==> src/rtl/demux8_dispatch_ctrl.sv <==
// Packet dispatcher: steers a single valid/ready stream into a one-entry slot feeding
// one of eight channels; packets addressed to disabled channels are consumed and counted.
module demux8_dispatch_ctrl #(
  parameter int DW    = 8,
  parameter int CNT_W = 16
) (
  input  logic             clk,
  input  logic             rst_n,
  input  logic [7:0]       cfg_en,
  input  logic             cnt_clr,
  input  logic             in_valid,
  output logic             in_ready,
  input  logic [2:0]       in_dest,
  input  logic [DW-1:0]    in_data,
  input  logic             in_last,
  output logic [7:0]       out_valid,
  input  logic [7:0]       out_ready,
  output logic [DW-1:0]    out_data,
  output logic             out_last,
  output logic             busy,
  output logic [2:0]       cur_sel,
  output logic [CNT_W-1:0] fwd_cnt,
  output logic [CNT_W-1:0] drop_cnt
);

  typedef enum logic [1:0] {
    ST_IDLE = 2'd0,
    ST_FWD  = 2'd1,
    ST_DROP = 2'd2
  } state_t;

  state_t           r_state;
  logic [2:0]       r_cur_sel;
  logic [2:0]       r_slot_sel;
  logic             r_slot_v;
  logic [7:0]       r_out_valid;
  logic [DW-1:0]    r_out_data;
  logic             r_out_last;
  logic [CNT_W-1:0] r_fwd_cnt;
  logic [CNT_W-1:0] r_drop_cnt;

  logic w_in_ready;
  logic w_accept;
  logic w_load;
  logic w_drain;
  logic w_fwd_done;
  logic w_drop_done;

  // Saturating increment: counters stick at all-ones instead of wrapping.
  function automatic logic [CNT_W-1:0] sat_inc(input logic [CNT_W-1:0] v);
    if (v == {CNT_W{1'b1}}) begin
      sat_inc = v;
    end else begin
      sat_inc = v + CNT_W'(1);
    end
  endfunction

  // Input acceptance per state; the slot may be refilled in the cycle it drains.
  always_comb begin
    w_in_ready = 1'b0;
    case (r_state)
      ST_FWD:  w_in_ready = !r_slot_v || out_ready[r_cur_sel];
      ST_DROP: w_in_ready = 1'b1;
      default: w_in_ready = 1'b0;
    endcase
  end

  assign w_accept    = in_valid && w_in_ready;
  assign w_load      = w_accept && (r_state == ST_FWD);
  assign w_drain     = r_slot_v && out_ready[r_slot_sel];
  assign w_fwd_done  = w_load && in_last;
  assign w_drop_done = w_accept && (r_state == ST_DROP) && in_last;

  // Packet FSM: destination and enable are decided once, in IDLE, with the slot empty.
  always_ff @(posedge clk or negedge rst_n) begin
    if (!rst_n) begin
      r_state   <= ST_IDLE;
      r_cur_sel <= 3'd0;
    end else begin
      case (r_state)
        ST_IDLE: begin
          if (in_valid && !r_slot_v) begin
            r_cur_sel <= in_dest;
            if (cfg_en[in_dest]) begin
              r_state <= ST_FWD;
            end else begin
              r_state <= ST_DROP;
            end
          end else begin
            r_state <= ST_IDLE;
          end
        end
        ST_FWD: begin
          if (w_fwd_done) begin
            r_state <= ST_IDLE;
          end else begin
            r_state <= ST_FWD;
          end
        end
        ST_DROP: begin
          if (w_drop_done) begin
            r_state <= ST_IDLE;
          end else begin
            r_state <= ST_DROP;
          end
        end
        default: begin
          r_state <= ST_IDLE;
        end
      endcase
    end
  end

  // Output slot: load wins over drain so back-to-back beats flow at one per clock.
  always_ff @(posedge clk or negedge rst_n) begin
    if (!rst_n) begin
      r_slot_v    <= 1'b0;
      r_slot_sel  <= 3'd0;
      r_out_valid <= 8'd0;
      r_out_data  <= {DW{1'b0}};
      r_out_last  <= 1'b0;
    end else if (w_load) begin
      r_slot_v    <= 1'b1;
      r_slot_sel  <= r_cur_sel;
      r_out_valid <= 8'd1 << r_cur_sel;
      r_out_data  <= in_data;
      r_out_last  <= in_last;
    end else if (w_drain) begin
      r_slot_v    <= 1'b0;
      r_out_valid <= 8'd0;
    end else begin
      r_slot_v    <= r_slot_v;
      r_out_valid <= r_out_valid;
    end
  end

  // Statistics: clear takes priority over a coincident increment.
  always_ff @(posedge clk or negedge rst_n) begin
    if (!rst_n) begin
      r_fwd_cnt  <= {CNT_W{1'b0}};
      r_drop_cnt <= {CNT_W{1'b0}};
    end else if (cnt_clr) begin
      r_fwd_cnt  <= {CNT_W{1'b0}};
      r_drop_cnt <= {CNT_W{1'b0}};
    end else begin
      if (w_fwd_done) begin
        r_fwd_cnt <= sat_inc(r_fwd_cnt);
      end else begin
        r_fwd_cnt <= r_fwd_cnt;
      end
      if (w_drop_done) begin
        r_drop_cnt <= sat_inc(r_drop_cnt);
      end else begin
        r_drop_cnt <= r_drop_cnt;
      end
    end
  end

  assign in_ready  = w_in_ready;
  assign out_valid = r_out_valid;
  assign out_data  = r_out_data;
  assign out_last  = r_out_last;
  assign busy      = (r_state != ST_IDLE) || r_slot_v;
  assign cur_sel   = r_cur_sel;
  assign fwd_cnt   = r_fwd_cnt;
  assign drop_cnt  = r_drop_cnt;

endmodule
==> config.mk <==
export PLATFORM = sky130hd
export DESIGN_NAME = demux8_dispatch_ctrl
export DESIGN_NICKNAME = d
export VERILOG_FILES = /design/src/rtl/demux8_dispatch_ctrl.sv
export SDC_FILE = /design/constraint.sdc
export NUM_CORES = 1
export LEC_CHECK = 0
export BUFFER_PORTS_ARGS = -buffer_cell sky130_fd_sc_hd__buf_2
export CORE_ASPECT_RATIO = 1.2
export CORE_UTILIZATION = 39
export CTS_CLUSTER_SIZE = 8
export DETAILED_ROUTE_END_ITERATION = 6
export PLACE_DENSITY = 0.67
export SYNTH_ARGS = -nofsm -noshare
export SYNTH_HDL_FRONTEND = slang
export SYNTH_SLANG_ARGS = --single-unit
==> constraint.sdc <==
create_clock -name clk -period 3.05 [get_ports clk]
set_clock_uncertainty 0.2 [all_clocks]
set_input_delay 0.61 -clock clk [delete_from_list [all_inputs] [get_ports clk]]
set_output_delay 0.61 -clock clk [all_outputs]
set_load 0.05 [all_outputs]
# Word-level counts from Yosys, hierarchy flattened
# Index checks and enable logic that the tools add are counted.
# Widths: inputs -> output; s select.
[totals] ramBits=0 inputBits=32 romBits=0 reg_bits=58 memories=0 latch_bits=0 wordCells=61 output_inout_bits=54
[op_classes] mul=0 n_shift=1 bitwise_logic=0 n_mux=22 magnitude_cmp=3 n_eq_ne=6 div_mod_pow=0 n_addsub=2 n_reduce_logical=18
[op_table] operator="$mux 16" count=6
[op_table] operator="$add 16x1->16 const B" count=2
[op_table] operator="$eq 16x16->1 const B" count=2
[op_table] operator="$mux 8" count=2
[op_table] operator="$lt 3x4->1 const B" count=3
[op_table] operator="$bmux 1 s3" count=3
[op_table] operator="$reduce_bool 2->1" count=4
[op_table] operator="$shl 1x3->8 const A" count=1
[op_table] operator="$logic_and 1x1->1" count=7
[op_table] operator="$mux 1" count=6
[op_table] operator="$mux 2" count=3
[op_table] operator="$pmux 2 s3" count=1
[op_table] operator="$reduce_and 2->1" count=3
[op_table] operator="$ne 2x2->1 const B" count=2
[op_table] operator="$eq 2x1->1 const B" count=1
[op_table] operator="$eq 2x2->1 const B" count=1
[op_table] operator="$logic_not 2->1" count=1
[op_table] operator="$logic_or 1x1->1" count=2
[op_table] operator="$pmux 1 s2" count=1
[op_table] operator="$logic_not 1->1" count=1

# Depth between registers and ports, before layout
[logic_depth] ltp_word=9 depth_mapped=8 depth_no_buf=7

# Worst setup path before layout
# No wires, ideal clock.
[synth_timing] path_type="flip-flop to output port" start="register r_cur_sel[2] (netlist: cur_sel[2])" end="output in_ready" t_required_ps=2240 path_stages_with_launch=7 path_buffers=1 arrival_ps=1693 path_slack_ps=547 path_cell_list="dfrtp_1 -> buf_2 -> nor2_1 -> nand2_2 -> nand4_1 -> a21oi_1 -> o21a_1"
[synth_via] elab_chain_cells=4
[synth_lines] element="start: declaration" line_no="33" text="logic [2:0] r_cur_sel;"
[synth_lines] element="start signal: assignment" line_no="83" text="r_cur_sel <= in_dest;"
[synth_lines] element="$bmux 1 s3" line_no="62" text="ST_FWD: w_in_ready = !r_slot_v || out_ready[r_cur_sel];"
[synth_lines] element="$mux 1 (not written as such)" line_no="62"
[synth_lines] element="$logic_or 1x1->1" line_no="62"
[synth_lines] element="$pmux 1 s2" line_no="61" text="case (r_state)"
[synth_lines] element="end: declaration" line_no="12" text="output logic in_ready,"
# No other way between the ends. The select of a mux whose other input is x is not followed.

# Worst setup path after layout
[layout_timing] start="register r_cur_sel[0] (netlist: cur_sel[0])" end="output in_ready"
# The elaborated chain is that of the path after synthesis.

==> flow_summary.toml <==
[die]
ios = 86
core_area_um2 = 8060
die_w_um = 85.2
die-area_um2 = 8670
die_y_um = 102
rows = 36
start_util_pct = 40.1

[routing]
antenna_left = 0
drt-total-wl_um = 7600
dr.pass1.iters = 4
via_per_inst = 5.64
vias = 2792
first_iter_violations = 143
wl_per_cell_um = 15.3
drc_errors = 0

[sta]
finalCritPeriodShare_pct = 88.8
slew_headroom_pct = 50.4
slew_violations = 0
hold_viol_final = 0
finalSetupTns_ns = 0
post-route-min-period_ns = 2.71
grt_setup_unrepaired = "no"
setup_viol = 0
tightest_slew_ns = 0.744
max_freq_mhz = 369

[layout]
layout_commonest_cell = "buf_2"
num_antenna_cells = 0
mostFrequentLayoutCells = "85 x buf_2, 58 x dfrtp_1, 22 x nor2_1"
fill_cells = 766
nets = 433
drive_gt1_share_pct = 35.5
syn2layout_area_growth_pct = 22.3
stdcell_area_um2 = 3960

[pwr]
vdd_drop_max_uv = 268
switchingPower_mw = 1.31
combPwrFrac_pct = 39.0
swShare_pct = 41.5
pwr-share-seq_pct = 33.6
power.leakage_nw = 1.83
power_frac_clock_pct = 27.4
p_per_area_nw_per_um2 = 799
p_int_mw = 1.85

[global_routing]
grt_pass1_vias = 2739
grt_start_max_net_pins = 59
antenna_found_initial = 0
track_usage_pct = 18.9
grt_pass1_wl_um = 12600
grt_overflow = 0

[synth]
synth_top_family_by_area = "simple AND/OR/NAND/NOR gates"
async_reset_ff_share_pct = 100
synth_warnings = 0
netlist_area_um2 = 3240
yosysSeqAreaShare_pct = 44.8
syn-num-nets = 350
synthCells = 312
synth_edf_count = 0
synth-adder-area-share_pct = 2.32
ys.flop_type = "dfrtp_1"
avgSynthCellArea_um2 = 10.4
synthSimpleGateAreaFrac_pct = 22.8
synth-compound-area-share_pct = 12.4
synth-seq-cells = 58
yosysUniqueCellTypes = 54
synthMuxAreaShare_pct = 10.5
synthXorXnorAreaFrac_pct = 3.25

[setup_path]
critPathLaunchType = "register"
endpoint_kind = "output pin"
crit_arrival_ns = 1.90
crit_type = "register to output pin"
crit_path_max_fanout = 10
crit_required_ns = 2.24
reg2reg_depth = 6

[flow_run]
cap_viol_max_count = 0

[cts]
cts_hold_buf = 0
clockBufferDepth = 2
cts_resized = 0
root_buffer = "clkbuf_8"
cts_htree_levels = 3
numCtsBuffers = 9
clk_pin_slew_ns = 0.07
cts_tree = "done"
postCtsSetupBuffers = 0
clk_latency_ns = 0.35
cts.sinks = 58

[placed_design]
placed_area_um2 = 3710
gp_congestion = 0.896
dpl.hpwl_um = 5390
portBuffers = 85

[status]
status = "finished, final reports clean"

[worst_hold_path]
hold_class = "input port to asynchronous set/reset pin"
## worst paths after layout
check	startpoint	end	slack, ns
setup / recovery	cur_sel[0]$_DFFE_PN0P_	in_ready	0.34
hold / removal	rst_n	out_data[5]$_DFFE_PN0P_	0.20
setup reg to reg	cur_sel[0]$_DFFE_PN0P_	fwd_cnt[12]$_DFFE_PN0P_	0.59
hold reg to reg	out_data[6]$_DFFE_PN0P_	out_data[6]$_DFFE_PN0P_	0.30
max in group asynchronous	rst_n	drop_cnt[15]$_DFFE_PN0P_	1.94
min in group clk	in_data[4]	out_data[4]$_DFFE_PN0P_	0.29
## cell families (layout without fill, tap and decap cells)
kind of cell | count (synthesis) | after routing
simple gates | 123 | 123
compound gates | 62 | 62
flops | 58 | 58
mux | 27 | 27
buf+inv | 24 | 112
xor+xnor | 12 | 12
fa+ha+maj | 6 | 6
## final cells by class
type | instances | area, um^2 | area share, %
multi-input cells | 230 | 1660 | 41.9
flip-flops and latches | 58 | 1450 | 36.7
repair buffers | 89 | 455 | 11.5
clock buffers | 13 | 179 | 4.52
well taps | 95 | 119 | 3.00
clock inverters | 3 | 68.8 | 1.74
inverters | 7 | 26.3 | 0.664
## synthesized netlist by cell type (3+ instances only)
cell type / count / area (um^2)
inv_1: 7 / 26.3
mux2i_1: 7 / 70.1
mux2_2: 16 / 180
buf_2: 4 / 20.0
nand2_1: 18 / 67.6
mux4_2: 4 / 90.1
nand4_1: 14 / 87.6
and4_1: 4 / 35.0
and3_1: 4 / 25.0
xnor2_1: 6 / 52.6
ha_1: 6 / 75.1
buf_4: 4 / 30.0
nor2_1: 22 / 82.6
o21ai_0: 17 / 85.1
o211ai_1: 7 / 52.6
nand3_1: 14 / 70.1
nand2b_1: 4 / 25.0
a21oi_1: 20 / 100
clkbuf_1: 6 / 22.5
o31ai_1: 4 / 30.0
or3_1: 9 / 56.3
xor2_1: 6 / 52.6
dfrtp_1: 58 / 1450
nor4_1: 6 / 37.5
or4_1: 7 / 52.6
a31o_2: 3 / 26.3
## power by group through the flow
| stage | sequential, mW | combinational (mW) | clock, mW |
|---|---|---|---|
| floorplan | 1.41 | 0.636 | 0 |
| global placement | 1.07 | 1.21 | 0 |
| detailed placement | 1.08 | 1.23 | 0 |
| CTS | 1.07 | 1.24 | 0.893 |
| global route | 1.09 | 1.32 | 0.931 |
| finish | 1.06 | 1.23 | 0.866 |
## registers in the layout, summed over array words and instances (netlist names)
name	flops
out_last	1
r_state	2
out_valid	8
cur_sel	3
r_slot_v	1
r_slot_sel	3
drop_cnt	16
out_data	8
fwd_cnt	16
## metal layers
layer	up-vias	wire (um)	part of all wire, %	global-route usage (%)
li1	1333	-	-	-
met1	1372	3350	44	22.3
met2	71	3820	50	31.6
met3	16	280	3.7	5.70
met4	0	144	1.9	9.13
met5	-	0	0	0
## through the flow
stage          hold slack [ns]  power [mW]  instances  util [%]  setup slack, ns
2_1_floorplan            0.114        2.04        312         -            0.547
3_3_place_gp             0.283        2.28        479      46.0            0.608
6_report                 0.203        3.17        495      49.1            0.342
5_1_grt                  0.269        3.34        495      49.1            0.206
3_5_place_dp             0.291        2.32        479      46.0            0.533
4_1_cts                  0.235        3.20        495      49.1            0.314
## critical path, cell delays in order (launching register included)
cell and delay [ns]:
dfrtp_1 0.51, nor2b_4 0.20, nand2_1 0.14, nand4_1 0.14
a21oi_1 0.18, o21a_1 0.12, buf_2 0.26
No activity file was read; power rests on OpenSTA's default activity.
